<file path="src/rtl/hazard_unit.sv">
// Hazard unit for the 5-stage pipeline: EX operand forwarding and load-use/MDU stall sequencing.
// Define HAZARD_PERF_CNT_EN to add the Stall_Cnt / Ld_Stall_Cnt performance counter ports.
module hazard_unit #(
  parameter int REG_AW   = 5,
  parameter int NUM_SRC  = 2,
  parameter int LOAD_LAT = 1,
  parameter int MDU_LAT  = 4
) (
  input  logic                      clk,
  input  logic                      rst,
  input  logic [NUM_SRC*REG_AW-1:0] Src_D,
  input  logic [NUM_SRC*REG_AW-1:0] Src_E,
  input  logic [REG_AW-1:0]         RegWrDst_E,
  input  logic                      RegWr_E,
  input  logic                      MemToReg_E,
  input  logic [REG_AW-1:0]         RegWrDst_M,
  input  logic                      RegWr_M,
  input  logic [REG_AW-1:0]         RegWrDst_W,
  input  logic                      RegWr_W,
  input  logic                      Mdu_Start_E,
  input  logic                      Mdu_Use_D,
  output logic [NUM_SRC*2-1:0]      Forward_E,
  output logic                      Stall_F,
  output logic                      Stall_D,
  output logic                      Flush_E,
  output logic                      Mdu_Busy
`ifdef HAZARD_PERF_CNT_EN
  ,
  output logic [31:0]               Stall_Cnt,
  output logic [31:0]               Ld_Stall_Cnt
`endif
);

  typedef enum logic {RUN, LD_WAIT} ld_state_t;

  ld_state_t  state;
  logic [3:0] ld_cnt;
  logic [5:0] mdu_cnt;
  logic       lu_hit;
  logic       ld_stall;
  logic       mdu_stall;
  logic       stall;

  // MEM result wins over WB; register 0 is hard-wired and never forwarded.
  function automatic logic [1:0] fwd_sel(input logic [REG_AW-1:0] s);
    if (s != '0 && s == RegWrDst_M && RegWr_M)      return 2'b10;
    else if (s != '0 && s == RegWrDst_W && RegWr_W) return 2'b01;
    else                                            return 2'b00;
  endfunction

  // NOTE: every combinational output gets a default before the loop so no latch is inferred.
  always_comb begin
    Forward_E = '0;
    for (int i = 0; i < NUM_SRC; i++)
      Forward_E[i*2 +: 2] = fwd_sel(Src_E[i*REG_AW +: REG_AW]);
  end

  always_comb begin
    lu_hit = 1'b0;
    for (int i = 0; i < NUM_SRC; i++)
      if (Src_D[i*REG_AW +: REG_AW] == RegWrDst_E) lu_hit = 1'b1;
    lu_hit = lu_hit && MemToReg_E && RegWr_E && (RegWrDst_E != '0);
  end

  // NOTE: sequential state uses non-blocking assignments so all flops see pre-edge values.
  always_ff @(posedge clk) begin
    if (rst) begin
      state  <= RUN;
      ld_cnt <= '0;
    end else begin
      case (state)
        RUN: begin
          if (lu_hit && LOAD_LAT > 1) begin
            state  <= LD_WAIT;
            ld_cnt <= 4'(LOAD_LAT - 1);
          end
        end
        LD_WAIT: begin
          ld_cnt <= ld_cnt - 4'd1;
          if (ld_cnt == 4'd1) state <= RUN;
        end
        default: state <= RUN;
      endcase
    end
  end

  // A start always reloads, so an issue while busy restarts the full latency.
  always_ff @(posedge clk) begin
    if (rst)                mdu_cnt <= '0;
    else if (Mdu_Start_E)   mdu_cnt <= 6'(MDU_LAT);
    else if (mdu_cnt != '0) mdu_cnt <= mdu_cnt - 6'd1;
  end

  assign ld_stall  = (state == RUN && lu_hit) || (state == LD_WAIT);
  assign mdu_stall = Mdu_Use_D && ((mdu_cnt != '0) || Mdu_Start_E);

  // Reset is synchronous, so the held state is masked to keep outputs quiet in the reset cycle.
  assign stall    = !rst && (ld_stall || mdu_stall);
  assign Stall_F  = stall;
  assign Stall_D  = stall;
  assign Flush_E  = stall;
  assign Mdu_Busy = !rst && (mdu_cnt != '0);

`ifdef HAZARD_PERF_CNT_EN
  logic [31:0] stall_cnt_q;
  logic [31:0] ld_stall_cnt_q;

  always_ff @(posedge clk) begin
    if (rst) begin
      stall_cnt_q    <= '0;
      ld_stall_cnt_q <= '0;
    end else begin
      if (stall)                  stall_cnt_q    <= stall_cnt_q + 32'd1;
      if (ld_stall && !mdu_stall) ld_stall_cnt_q <= ld_stall_cnt_q + 32'd1;
    end
  end

  assign Stall_Cnt    = rst ? '0 : stall_cnt_q;
  assign Ld_Stall_Cnt = rst ? '0 : ld_stall_cnt_q;
`endif

endmodule

</file>
<file path="config.mk">
export PLATFORM = sky130hd
export DESIGN_NAME = hazard_unit
export DESIGN_NICKNAME = d
export VERILOG_FILES = /design/src/rtl/hazard_unit.sv
export SDC_FILE = /design/constraint.sdc
export NUM_CORES = 1
export LEC_CHECK = 0
export CAP_MARGIN = 20
export CORE_MARGIN = 5
export CORE_UTILIZATION = 39
export DETAILED_ROUTE_END_ITERATION = 10
export GPL_ROUTABILITY_DRIVEN = 0
export PLACE_DENSITY = 0.9
export SKIP_LAST_GASP = 1
export SLEW_MARGIN = 0
export SYNTH_ARGS = -nofsm -noshare
export SYNTH_HDL_FRONTEND = slang
export SYNTH_SLANG_ARGS = --single-unit
</file>
<file path="constraint.sdc">
create_clock -name clk -period 1.7 [get_ports clk]
set_input_delay 0.34 -clock clk [delete_from_list [all_inputs] [get_ports clk]]
set_output_delay 0.34 -clock clk [all_outputs]
set_load 0.02 [all_outputs]
</file>
==> summary.txt, run 1 <==
share of cells above drive strength 1 = 46.8%
Fin Hold WS = 522 ps
total chip power = 1070 uW
CORE AREA = 0.00241 sq mm
worst vdd ir = 0.570 mV
CP max stage cell = or4_4
top-count cell post-synth = xnor2_1
Total Routing Usage GR = 21.3%
HPWL after DPL = 2.67 mm
worst setup margin = -314 ps
Comb pwr share = 56.0%
Clk pin slew, worst setup/hold paths = 70 ps
Async SR Flop Fraction = 0%
Netlist cell types = 27
CTS Hold Bufs = 0
Synth Warn # = 0
H-tree depth = 1
CTS root buffer = clkbuf_4
Sw Share = 35.5%
outcome = finished, violations left
nature of the critical path endpoint = output pin
Worst path max stage delay = 540 ps
clock skew = 0.417 ps
via/cell ratio = 4.99
Slew Limit Headroom = 69.5%
width of the die = 59.7 um
min Tclk post-route = 2010 ps
LEAKAGE = 0.000828 uW
Hold Crit Class = in2reg
Die H = 59.7 um
Crit Path Max Fanout = 2
initial antenna violation count = 1
Metal-1 WL = 1.28 mm
WL per Instance = 16.1 um
part of the power in the clock network = 16.0%
worst hold start = Mdu_Start_E
cells after synthesis = 115
Commonest cells post-synth = 20 x xnor2_1, 17 x xor2_1, 16 x nor2_1
Post-Place Worst Slack = -998 ps
CTS tree = yes
hold-critical path depth = 3
R2R Path Start = mdu_cnt[1]$_SDFFE_PP0P_
ANT nets after route = 0
r2r endpoint = mdu_cnt[1]$_SDFFE_PP0P_
Mapped Area = 963 sq um
Synth-to-Final Area Change = 97.9%
Post-synth EDFFs = 0
global route overflow = 0
sequential power share = 28.0%
WP data arrival = 1670 ps
R2R Setup Slk = 330 ps
routed wire length = 3.74 mm
first-pass GRT wire length = 5.74 mm
DR vias = 1158
top_reg_cell synth = dfxtp_1
CP cell instances = buf_6 -> or4_4 -> nor2_4 -> nor4_4 -> buf_4 -> nor4_4 -> buf_4
Max Cap Viol = 0
largest net degree at the start of global routing = 11
drt first-iter violations = 30
Crit Path Class = in2out
final setup fails = 7
Syn Nets = 162
failing checks = setup timing
max layer used = met4
FP Rows = 18
drt drc = 0
critical path launch point type = input port
switching power = 381 uW
reg2reg path depth = 6
P_int = 692 uW
Clock Sink Count = 11
WL met3 = 324 um
router iterations before antenna repair = 4
vias in the first global route = 1315
DIE AREA = 0.00356 sq mm
Tcrit/Tclk final = 118%
placed instance area = 0.00172 sq mm
Ports = 51
IO Port Bufs = 50
ranking of synthesized cells by area = dfxtp_1 23%, xnor2_1 18%, xor2_1 15%
achievable frequency = 496 MHz
design area = 0.00191 sq mm
Avg Cell Area, Syn = 8.38 sq um
initial core utilization = 40.0%
RSZ-0062 raised after global routing = yes
final count of pins violating max slew = 0
worst-case clock buffer depth = 2
Num CTS Buffers = 3
WP data required = 1360 ps
Final Hold Violating Endpoints = 0
Yosys reg bits = 11
Worst Hold End = mdu_cnt[0]$_SDFFE_PP0P_
metal2 WL = 2.08 mm
Worst-Margin Slew = 452 ps
Seq/Total Area, Yosys = 22.9%
Power Dens Cells = 563 mW/mm^2
post-synth top area cell = dfxtp_1
post-synth top area share = 22.9%
Nets = 249
Worst-Skew Late Latency = 260 ps
[kinds of logic after synthesis]
group,Yosys count,synth area share (%)
fa+ha+maj,4,5.20
xor+xnor,37,33.6
buf+inv,8,3.90
compound gates,10,6.36
simple gates,45,28.1
flops,11,22.9
[sequential cells by signal (all words and copies together) (netlist names)]
name and cells:
ld_cnt 4, state 1, mdu_cnt 6
[critical path, delay by kind of cell]
kind / cells / cell delay, ps
and+or+nand+nor: 4 / 920
buffers and inverters: 3 / 420
[power by group through the flow]
stage | sequential, uW | combinational, uW | clock (uW)
floorplan | 303 | 253 | 0
detailed placement | 300 | 540 | 0
CTS | 299 | 579 | 175
finish | 300 | 601 | 172
global placement | 298 | 513 | 0
global route | 302 | 648 | 183
[how the worst max path moves through the flow]
stage,from,end,slack (ps)
after global routing,Src_E[8],Forward_E[2],-360
after CTS,Src_E[8],Forward_E[2],-410
after floorplan,Src_E[1],Forward_E[0],-100
after global placement,Src_E[7],Forward_E[2],-970
after detailed placement,Src_E[6],Forward_E[2],-1000
final,Src_E[8],Forward_E[2],-310
[placed cells by master, fill, tap and decap left out, types with 4 or more instances in the layout]
master | synthesis | layout
buf_2 | 0 | 8
buf_4 | 2 | 33
buf_6 | 0 | 17
clkdlybuf4s50_1 | 0 | 7
dfxtp_1 | 11 | 9
dlygate4sd2_1 | 0 | 14
nand2_1 | 7 | 7
nand4_1 | 4 | 4
nor2_1 | 16 | 15
nor4_4 | 0 | 4
xnor2_1 | 20 | 14
xnor2_2 | 0 | 6
xor2_1 | 17 | 14
[metrics by stage]
| step | TNS, ps | std cells | util (%) |
|---|---|---|---|
| global route | -1130 | 232 | 79.1 |
| floorplan | -206 | 115 | - |
| detailed placement | -6750 | 220 | 71.2 |
| global placement | -6370 | 220 | 71.2 |
| finish | -797 | 232 | 79.1 |
| CTS | -981 | 230 | 77.9 |
[timing repair]
action,in CTS,in global routing
resized for setup,165,8
gates cloned,0,0
pin swaps,32,15
setup endpoints to repair,8,8
buffers inserted,6,2
[final cells by class]
cell class,count,area (sq um)
antenna,1,2.50
clock buffer,4,26.3
fill,147,503
inverter,5,21.3
multi-input combinational,96,871
sequential,11,223
tap,30,37.5
timing repair buffer,85,726
[layer usage]
metal	vias to the layer above	global-route usage, %
met5	-	0
met4	0	6.96
met3	4	4.54
met2	54	41.5
met1	536	21.9
li1	564	-
(Power assumes the default switching activity.)
==> run 2: changes to the inputs <==
- clock period: 1.7 -> 1.9 ns (I/O delays scaled with it)
==> run 2 against run 1 <==
Compared with the run above:
- the run still ends with setup timing left
- die area stayed put
- utilization is 0.36 points lower
- non-clock buffer count is 3 lower
- final area is 0.46% lower
- hold slack worse by 82 ps
- final cell count is 1.7% lower
- largest cell class unchanged
==> summary.txt, run 2 (same netlist as run 1, synthesis figures left out) <==
Max Cap Viol = 0 (unchanged)
drt first-iter violations = 42 (+40%)
achievable frequency = 472 MHz
Nets = 246 (-1.2%)
first-pass GRT wire length = 6.07 mm (+5.8%)
width of the die = 59.7 um (unchanged)
CTS root buffer = clkbuf_4
WL per Instance = 18.0 um (+11%)
CP cell instances = buf_8 -> or4_4 -> nor2_4 -> nor4_4 -> buf_4 -> nor4_4 -> buf_4
failing checks = setup timing
initial core utilization = 40.0% (unchanged)
max FFs per register = 6 (unchanged)
via/cell ratio = 5.35 (+7.1%)
critical path launch point type = input port
router iterations before antenna repair = 4 (unchanged)
Worst-Margin Slew = 348 ps (-104 ps)
DIE AREA = 0.00356 sq mm (unchanged)
clock skew = 9.74 ps (+9.32 ps)
H-tree depth = 1 (unchanged)
share of cells above drive strength 1 = 44.9% (-1.8 points)
CP max stage cell = or4_4
Crit Path Max Fanout = 2 (unchanged)
most frequent cells in the layout = 31 x buf_4, 15 x dlygate4sd2_1, 14 x xnor2_1, 14 x nor2_1, 13 x xor2_1
drt drc = 0 (unchanged)
Clock Sink Count = 11 (unchanged)
metal2 WL = 2.30 mm (+10%)
Clk pin slew, worst setup/hold paths = 80 ps (about the same)
min Tclk post-route = 2120 ps
routed wire length = 4.10 mm (+9.5%)
Total Routing Usage GR = 23.4% (+2.1 points)
Power Dens Cells = 509 mW/mm^2 (-9.6%)
FP Rows = 18 (unchanged)
Die H = 59.7 um (unchanged)
WP data required = 1520 ps (+160 ps)
worst-case clock buffer depth = 2 (unchanged)
Tcrit/Tclk final = 111%
initial antenna violation count = 0 (-1)
final count of pins violating max slew = 0 (unchanged)
worst setup margin = -217 ps (+97.3 ps)
CTS tree = yes
Crit Path Class = in2out
Hold Crit Class = in2reg
nature of the critical path endpoint = output pin
Num CTS Buffers = 3 (unchanged)
outcome = finished, violations left
final setup fails = 3 (-4)
Largest Register = mdu_cnt
Synth-to-Final Area Change = 97.0%
ant diodes = 0 (-1)
LEAKAGE = 0.000816 uW (-1.4%)
vias in the first global route = 1262 (-4.0%)
largest net degree at the start of global routing = 7 (-4)
Worst path max stage delay = 530 ps (about the same)
Metal-1 WL = 1.41 mm (+10%)
Final Hold Violating Endpoints = 0 (unchanged)
IO Port Bufs = 50 (unchanged)
Ports = 51 (unchanged)
ANT nets after route = 0 (unchanged)
Slew Limit Headroom = 76.5% (+7.0 points)
CTS Hold Bufs = 0 (unchanged)
Regs by FF count = mdu_cnt: 6 flops, ld_cnt: 4 flops, state: 1 flops
global route overflow = 0 (unchanged)
RSZ-0062 raised after global routing = yes
max layer used = met4
CORE AREA = 0.00241 sq mm (unchanged)
Worst-Skew Late Latency = 280 ps (+20 ps)
DR vias = 1219 (+5.3%)
WL met3 = 136 um (-58%)
most common cell after layout, fill and taps aside = buf_4
WP data arrival = 1740 ps (+70 ps)
post-layout util = 78.8% (-0.36 points)
Setup TNS Final = -336 ps (+461 ps)
HPWL after DPL = 2.83 mm (+5.8%)
worst vdd ir = 0.421 mV (-26%)
==> run 2: cell types whose count changed in the layout (fill, tap and decap cells not counted), moves of 2 or more <==
cell	before	now
buf_6	17	12
xnor2_2	6	4
buf_4	33	31
clkdlybuf4s50_1	7	9
xnor2_4	0	2
==> run 2: through the flow <==
stage	std cells	instance area, sq um	hold slack, ps	power, uW	setup slack [ps]
floorplan	115	981	457	495	17.2
global placement	216	1680	477	713	-833
detailed placement	216	1680	504	739	-897
CTS	227	1840	515	930	-273
global route	228	1900	451	1010	-262
finish	228	1900	440	966	-217
==> run 2: final cells by class <==
class                           count  area [sq um]
Clock buffer                        4          26.3
Fill cell                         138           512
Inverter                            5          18.8
Multi-Input combinational cell     96           893
Sequential cell                    11           223
Tap cell                           30          37.5
Timing Repair Buffer               82           699
==> run 2: repair_timing <==
item,in CTS,in global routing
endpoints found under the hold margin,0,0
buffers inserted,7,2
endpoints found under the setup margin,8,8
resized for setup,133,28
pin swaps,24,17
==> run 2: routing by layer <==
layer | global-route usage, % | vias to the layer above
met1 | 22.5 | 599
li1 | - | 556
met5 | 0 | -
met2 | 44.6 | 42
met3 | 4.54 | 22
met4 | 14.2 | 0
==> run 2: worst paths after layout <==
| path | cells after the start | end | from | slack (ps) |
|---|---|---|---|---|
| worst min-delay path | 3 | mdu_cnt[0]$_SDFFE_PP0P_ | Mdu_Start_E | 440 |
| worst min register to register | 2 | ld_cnt[1]$_SDFFE_PP0P_ | ld_cnt[1]$_SDFFE_PP0P_ | 510 |
| worst max-delay path | 7 | Forward_E[2] | Src_E[6] | -220 |
| worst max register to register | 6 | mdu_cnt[1]$_SDFFE_PP0P_ | mdu_cnt[1]$_SDFFE_PP0P_ | 520 |
==> run 2: where the power goes <==
part	switching (uW)	leakage (uW)	internal, uW
logic	261	0.000711	270
registers	15.1	0.0000903	254
clock network	84.8	0.0000150	81.6
==> run 2: critical path, delay by kind of cell <==
| family | cells | cell delay, ps |
|---|---|---|
| AND/OR/NAND/NOR | 4 | 930 |
| buffers and inverters | 3 | 410 |
==> run 3: changes to the inputs <==
- SLEW_MARGIN: 0 -> 20
==> results of run 3 <==
Final layout, timing and power as in run 2 (identical DEF).
